### config.mk
export PLATFORM = sky130hd
export DESIGN_NAME = fp_datapath_sequencer
export DESIGN_NICKNAME = d
export VERILOG_FILES = /design/src/rtl/fp_datapath_sequencer.sv
export SDC_FILE = /design/constraint.sdc
export NUM_CORES = 1
export LEC_CHECK = 0
export BUFFER_PORTS_ARGS = -buffer_cell sky130_fd_sc_hd__buf_2
export CAP_MARGIN = 20
export CORE_MARGIN = 1.5
export CORE_UTILIZATION = 30
export CTS_CLUSTER_SIZE = 16
export DETAILED_ROUTE_END_ITERATION = 16
export PLACE_DENSITY = 0.55
export SYNTH_ARGS = -nofsm -noshare
export SYNTH_HDL_FRONTEND = slang
export SYNTH_SLANG_ARGS = --single-unit
### constraint.sdc
create_clock -name i_clk -period 2.4 [get_ports i_clk]
set_input_delay 0.12 -clock i_clk [delete_from_list [all_inputs] [get_ports i_clk]]
set_output_delay 0.12 -clock i_clk [all_outputs]
set_load 0.01 [all_outputs]
### src/rtl/fp_datapath_sequencer.sv
// fp_datapath_sequencer
// Sequences the 64-bit floating-point datapath for one command at a time.
// It handles ALU, ALU-immediate, 64-bit load and 64-bit store commands.
// Each 64-bit memory transfer is split into two 32-bit beats: the low word first, then the high word.
// Optional feature: define FPSEQ_TIMEOUT_EN to abort a memory beat after TIMEOUT_CYC cycles without MEM_ACK.
// When it is undefined, beats wait indefinitely and o_err stays 0.

module fp_datapath_sequencer #(
  parameter logic [4:0] FS_PASS = 5'd0
`ifdef FPSEQ_TIMEOUT_EN
  , parameter int unsigned TIMEOUT_CYC = 255
`endif
) (
  input  logic        i_clk,
  input  logic        i_rst_n,
  input  logic        i_cmdValid,
  output logic        o_cmdReady,
  input  logic [1:0]  i_cmdOp,
  input  logic [4:0]  i_cmdFs,
  input  logic [4:0]  i_cmdD,
  input  logic [4:0]  i_cmdS,
  input  logic [4:0]  i_cmdT,
  input  logic [31:0] i_cmdAddr,
  output logic        o_dEn,
  output logic        o_tSel,
  output logic        o_dinSel,
  output logic        o_doutSel,
  output logic        o_ySel,
  output logic [4:0]  o_fs,
  output logic [4:0]  o_dAddr,
  output logic [4:0]  o_sAddr,
  output logic [4:0]  o_tAddr,
  output logic        o_memRd,
  output logic        o_memWr,
  output logic [31:0] o_memAddr,
  input  logic        i_memAck,
  output logic        o_done,
  output logic        o_err
);

  typedef enum logic [2:0] {
    S_IDLE,
    S_EXEC,
    S_LD_LO,
    S_LD_HI,
    S_LD_WB,
    S_ST_EVAL,
    S_ST_LO,
    S_ST_HI
  } state_t;

  state_t      r_state;
  state_t      w_nextState;
  logic        r_ready;
  logic [1:0]  r_cmdOp;
  logic [4:0]  r_cmdFs;
  logic [4:0]  r_cmdD;
  logic [4:0]  r_cmdS;
  logic [4:0]  r_cmdT;
  logic [31:0] r_cmdAddr;
  logic [31:0] w_addrHi;
  logic        w_accept;
  logic        w_timeout;

  // r_ready keeps CMD_READY low while in reset and through the cycle in which reset is released.
  assign o_cmdReady = r_ready && (r_state == S_IDLE);
  assign w_accept   = i_cmdValid && o_cmdReady;
  assign w_addrHi   = r_cmdAddr + 32'd4;

`ifdef FPSEQ_TIMEOUT_EN
  logic [15:0] r_waitCnt;
  logic        w_inBeat;

  assign w_inBeat  = (r_state == S_LD_LO) || (r_state == S_LD_HI) ||
                     (r_state == S_ST_LO) || (r_state == S_ST_HI);
  assign w_timeout = w_inBeat && ({16'd0, r_waitCnt} == TIMEOUT_CYC);

  // Wait counter: cleared on every state change (so on entry to each beat), counts idle beat cycles.
  always_ff @(posedge i_clk or negedge i_rst_n) begin
    if (!i_rst_n) begin
      r_waitCnt <= '0;
    end else if (w_nextState != r_state) begin
      r_waitCnt <= '0;
    end else if (w_inBeat) begin
      r_waitCnt <= r_waitCnt + 16'd1;
    end
  end
`else
  assign w_timeout = 1'b0;
`endif

  // State register and the ready flag that rises on the first edge after reset is released.
  always_ff @(posedge i_clk or negedge i_rst_n) begin
    if (!i_rst_n) begin
      r_state <= S_IDLE;
      r_ready <= 1'b0;
    end else begin
      r_state <= w_nextState;
      r_ready <= 1'b1;
    end
  end

  // Latch every command field on accept, so the command stays stable while the sequencer is busy.
  always_ff @(posedge i_clk or negedge i_rst_n) begin
    if (!i_rst_n) begin
      r_cmdOp   <= '0;
      r_cmdFs   <= '0;
      r_cmdD    <= '0;
      r_cmdS    <= '0;
      r_cmdT    <= '0;
      r_cmdAddr <= '0;
    end else if (w_accept) begin
      r_cmdOp   <= i_cmdOp;
      r_cmdFs   <= i_cmdFs;
      r_cmdD    <= i_cmdD;
      r_cmdS    <= i_cmdS;
      r_cmdT    <= i_cmdT;
      r_cmdAddr <= i_cmdAddr;
    end
  end

  // Next-state and datapath control decode. Every control line is 0 outside a command.
  always_comb begin
    w_nextState = r_state;
    o_dEn       = 1'b0;
    o_tSel      = 1'b0;
    o_dinSel    = 1'b0;
    o_doutSel   = 1'b0;
    o_ySel      = 1'b0;
    o_fs        = '0;
    o_dAddr     = '0;
    o_sAddr     = '0;
    o_tAddr     = '0;
    o_memRd     = 1'b0;
    o_memWr     = 1'b0;
    o_memAddr   = '0;
    o_done      = 1'b0;
    o_err       = 1'b0;

    if (r_state != S_IDLE) begin
      o_fs    = r_cmdFs;
      o_dAddr = r_cmdD;
      o_sAddr = r_cmdS;
      o_tAddr = r_cmdT;
    end

    case (r_state)
      S_IDLE: begin
        if (w_accept) begin
          case (i_cmdOp)
            2'b00, 2'b01: w_nextState = S_EXEC;
            2'b10:        w_nextState = S_LD_LO;
            default:      w_nextState = S_ST_EVAL;
          endcase
        end
      end

      S_EXEC: begin
        o_dEn       = 1'b1;
        o_tSel      = r_cmdOp[0];
        o_done      = 1'b1;
        w_nextState = S_IDLE;
      end

      S_LD_LO: begin
        if (w_timeout) begin
          o_err       = 1'b1;
          w_nextState = S_IDLE;
        end else begin
          o_memRd   = 1'b1;
          o_memAddr = r_cmdAddr;
          if (i_memAck) begin
            w_nextState = S_LD_HI;
          end
        end
      end

      S_LD_HI: begin
        o_dinSel = 1'b1;
        if (w_timeout) begin
          o_err       = 1'b1;
          w_nextState = S_IDLE;
        end else begin
          o_memRd   = 1'b1;
          o_memAddr = w_addrHi;
          if (i_memAck) begin
            w_nextState = S_LD_WB;
          end
        end
      end

      S_LD_WB: begin
        o_dEn       = 1'b1;
        o_ySel      = 1'b1;
        o_dinSel    = 1'b1;
        o_done      = 1'b1;
        w_nextState = S_IDLE;
      end

      S_ST_EVAL: begin
        o_fs        = FS_PASS;
        w_nextState = S_ST_LO;
      end

      S_ST_LO: begin
        o_fs = FS_PASS;
        if (w_timeout) begin
          o_err       = 1'b1;
          w_nextState = S_IDLE;
        end else begin
          o_memWr   = 1'b1;
          o_memAddr = r_cmdAddr;
          if (i_memAck) begin
            w_nextState = S_ST_HI;
          end
        end
      end

      S_ST_HI: begin
        o_fs = FS_PASS;
        if (w_timeout) begin
          o_err       = 1'b1;
          w_nextState = S_IDLE;
        end else begin
          o_memWr   = 1'b1;
          o_doutSel = 1'b1;
          o_memAddr = w_addrHi;
          if (i_memAck) begin
            o_done      = 1'b1;
            w_nextState = S_IDLE;
          end
        end
      end

      default: begin
        w_nextState = S_IDLE;
      end
    endcase
  end

endmodule

; ---- After elaboration in Yosys (flattened, before gate mapping)
; Cells that the tools add are included.
[classes]
n_addsub = 1
multipliers = 0
n_div = 0
magnitude_cmp = 0
n_eq_ne = 14
n_shift = 0
mux = 22
bitwise_logic = 0
reduce_logical = 14
[ops]
columns = operator, n
row1 = $pmux 32 s2, 1
row2 = $add 32x3->32 const B, 1
row3 = $mux 5, 5
row4 = $pmux 3 s7, 1
row5 = $mux 3, 5
row6 = $reduce_or 2->1, 7
row7 = $eq 3x3->1 const B, 4
row8 = $ne 2x2->1 const B, 5
row9 = $mux 1, 8
row10 = $eq 3x2->1 const B, 2
row11 = $pmux 3 s2, 1
row12 = $reduce_and 5->1, 1
row13 = $eq 3x1->1 const B, 1
row14 = $logic_not 3->1, 1
row15 = $reduce_bool 3->1, 1
row16 = $reduce_or 3->1, 1
row17 = $eq 2x1->1 const B, 1
row18 = $eq 2x2->1 const B, 1
row19 = $logic_and 1x1->1, 2
row20 = $logic_not 2->1, 1
row21 = $pmux 1 s2, 1
[totals]
ff_bits = 57
latchBits = 0
ram_bits = 0
romBits = 0
inputBits = 58
output_inout_bits = 62
wordCells = 59
mem_count = 0

; ---- Longest topological paths before layout
[logic_depth]
word_depth = 5
ltp_mapped = 8
ltp_nobuf = 5

; ---- Least setup slack after synthesis
; OpenSTA, ideal clock, no wires.
[synth_timing]
path_type = reg2out
from = reg r_cmdAddr[2]
to = out o_memAddr[22]
arrival_ps = 2060
required_ps = 2280
setup_slack_ps = 220
stages_incl_launch_ff = 7
n_path_buf = 1
cell_sequence = dfrtp_1 > ha_1 > nand2_1 > or4_1 > buf_2 > or4_1 > a21oi_1
[synth_via]
elab_chain_cells = 2
[synth_lines]
columns = item, line
row1 = from (decl), 60  ; logic [31:0] r_cmdAddr;
row2 = from (signal assigned), 118  ; r_cmdAddr <= i_cmdAddr;
row3 = $add 32x3->32, 68  ; assign w_addrHi = r_cmdAddr + 32'd4;
row4 = $pmux 32 s2, 147  ; case (r_state)
row5 = to (decl), 35  ; output logic [31:0] o_memAddr,
; No other way between the ends.

; ---- Worst setup path in the final report
[layout_timing]
from = reg r_cmdAddr[23]
to = out o_memAddr[27]
; The elaborated chain is that of the path after synthesis.

==> metrics.csv <==
metric,value,unit
status,finished with violations,
violations,negative setup slack,
synth_nets,376,
setup_ws,-0.0309,ns
grt_pass1_wl,14800,um
cts-root-buf,clkbuf_8,
htree_num_levels,3,
area_growth_syn_to_layout,41.7,%
drv_slew,0,
leakagePower,0.00212,uW
drtPass1Iterations,4,
yosysSeqAreaShare,0.443,
drc,0,
die_h,107,um
clock.fmax,411,MHz
row_count,37,
ant_nets,0,
fp.coreArea,0.0104,mm2
place_hpwl,6260,um
path_buf_inv,1,
gp_congestion,0.810,
grt-ovfl-total,0,
ios,120,
cp_max_fo,6,
vias_per_cell,4.85,
layout_common_cells,"118 x buf_2, 54 x dfrtp_1, 49 x mux2_2",
start_kind,register,
synth_top_area_cell,dfrtp_1,
cts_buffers,9,
worstReg2RegStart,r_state[0],
clock_path_buffers,2,
cp.arrival,2.31,ns
fin_cells,610,
crit_path_start,r_cmdAddr[23],
final_hold_viol_count,0,
start_util,0.310,
drive_gt1_frac,0.525,
required,2.28,ns
p_total,5590,uW
n_antenna_cell,0,
dieArea,0.0114,mm2
ys_warn_count,0,
final.setup.tns,-0.0309,ns
clk-insertion-delay-late,0.32,ns
vias,2959,
hp-start,i_cmdS[4],
synth_area_leaders,"dfrtp_1 44%, mux2_2 17%, nand2_1 3.1%, nor2b_1 3.1%, or4_1 2.8%",
critPathKind,reg2out,
post-place-ws,0.0519,ns
powerDensity,1230,mW/mm2
num-fill-cells,1043,
rsz0062_at_grt,true,
period_minus_slack,2.43,ns
cap_violations,0,
layout_commonest_cell,buf_2,
slowest_stage,or4_4,
worstHoldPathType,in2reg,
cts_sinks,57,
crit_chain,"nand4_1, or4_4, or4_4, a21oi_2, buf_2",
critical_path.top_delay_family,simple AND/OR/NAND/NOR gates,
fin_nets,528,
drt_iter0_drc,90,
die_w,107,um
grt_max_degree,34,
synth_seq_cells,57,
netlist_instances,317,
slowest_delay,0.54,ns
clkTransAtPathRegs,0.07,ns
grt_usage,0.164,
cp_common_cell,or4_4,
fin_crit_sh,1.01,
setup_violations,1,
ys_types,38,
antenna_found_initial,0,
synth_top_cell_area_share,0.443,
dp.cells,568,
peakVddDrop,0.000556,V
wl,9030,um
grt_pass1_vias,3005,
syn_avg_cell_area,10.2,um2
end_kind,output pin,
avgRoutedWirePerCell,14.8,um
synth_area,0.00322,mm2
io_buffers,118,
cts_tree,done,
fin_skew,0.00864,ns
-- synthesized netlist by cell type --
library cell and count:
a21oi_1 15, a311oi_1 1, a31oi_1 1, and2_1 8, and3_1 4, and4_1 4, and4_2 1, buf_1 1
buf_2 8, buf_4 2, buf_6 1, clkbuf_1 10, conb_1 2, dfrtp_1 57, ha_1 1, inv_1 7
mux2_2 49, mux2i_1 5, nand2_1 27, nand2b_1 4, nand3_1 12, nand4_1 6, nand4_4 1, nor2_1 16
nor2b_1 16, nor3_1 2, nor3_2 1, nor4_1 3, nor4b_1 1, o21ai_0 9, o221ai_1 1, o22ai_1 1
o31ai_1 10, or3_1 3, or3_2 1, or4_1 12, xnor2_1 7, xor2_1 7
-- power by group --
part | switching, uW | total (uW) | internal [uW]
logic | 1470 | 2920 | 1450
registers | 377 | 1810 | 1430
clock network | 373 | 858 | 485
-- per-layer routing --
| layer | global-route usage | share of wire | vias up |
|---|---|---|---|
| li1 | - | - | 1435 |
| met5 | 0 | 0 | - |
| met4 | 0.0410 | 0.011 | 0 |
| met3 | 0.0468 | 0.063 | 12 |
| met2 | 0.286 | 0.49 | 105 |
| met1 | 0.199 | 0.43 | 1407 |
-- logic make-up after synthesis --
group,count (synthesis),share of synthesized area
AOI/OAI and AO/OA,38,0.0700
xor gates and xnor gates,14,0.0381
adders and majority gates,1,0.00389
buffers and inverters,29,0.0416
DFF,57,0.443
muxes,54,0.187
other,2,0.00233
and+or+nand+nor,122,0.214
-- final timing paths --
kind / depth (start not counted) / slack, ns / to
min in group asynchronous: 2 / 0.31 / r_cmdD[4]
worst min-delay path: 2 / 0.02 / r_cmdS[4]
max in group asynchronous: 3 / 1.37 / r_cmdAddr[18]
worst min register to register: 1 / 0.50 / r_cmdD[0]
worst max-delay path: 5 / -0.03 / o_memAddr[27]
worst max register to register: 5 / 0.63 / r_cmdAddr[16]
-- layout make-up --
class / instances / area (um2) / area share
well taps: 136 / 170 / 0.0373
clock buffers: 14 / 183 / 0.0400
clock inverters: 2 / 10.0 / 0.00219
repair buffers: 161 / 957 / 0.210
inverters: 7 / 26.3 / 0.00576
multi-input cells: 233 / 1790 / 0.391
flip-flops and latches: 57 / 1430 / 0.313
-- sequential cells by signal, summed over array words and instances, names as in the netlist --
signal and count:
r_cmdOp 1, r_state 3, r_ready 1, r_cmdD 5, r_cmdS 5, r_cmdT 5, r_cmdAddr 32, r_cmdFs 5
-- metrics by stage --
step | util | hold slack (ns) | area (um2)
floorplan | - | -0.176 | 3220
global placement | 0.390 | 0.0987 | 4040
detailed placement | 0.390 | 0.103 | 4040
CTS | 0.424 | 0.00237 | 4400
global route | 0.440 | 0.00457 | 4560
finish | 0.440 | 0.0222 | 4560
-- timing repair --
action                     4_1_cts  5_1_grt
setup buffers                   11       10
hold buffers                     1        2
hold endpoints to repair        18        2
pin swaps                       12        9
gates resized for setup         16       15
setup endpoints to repair       17       17
gates cloned                     2        0
Note: power is estimated with default switching activity, not from simulation.
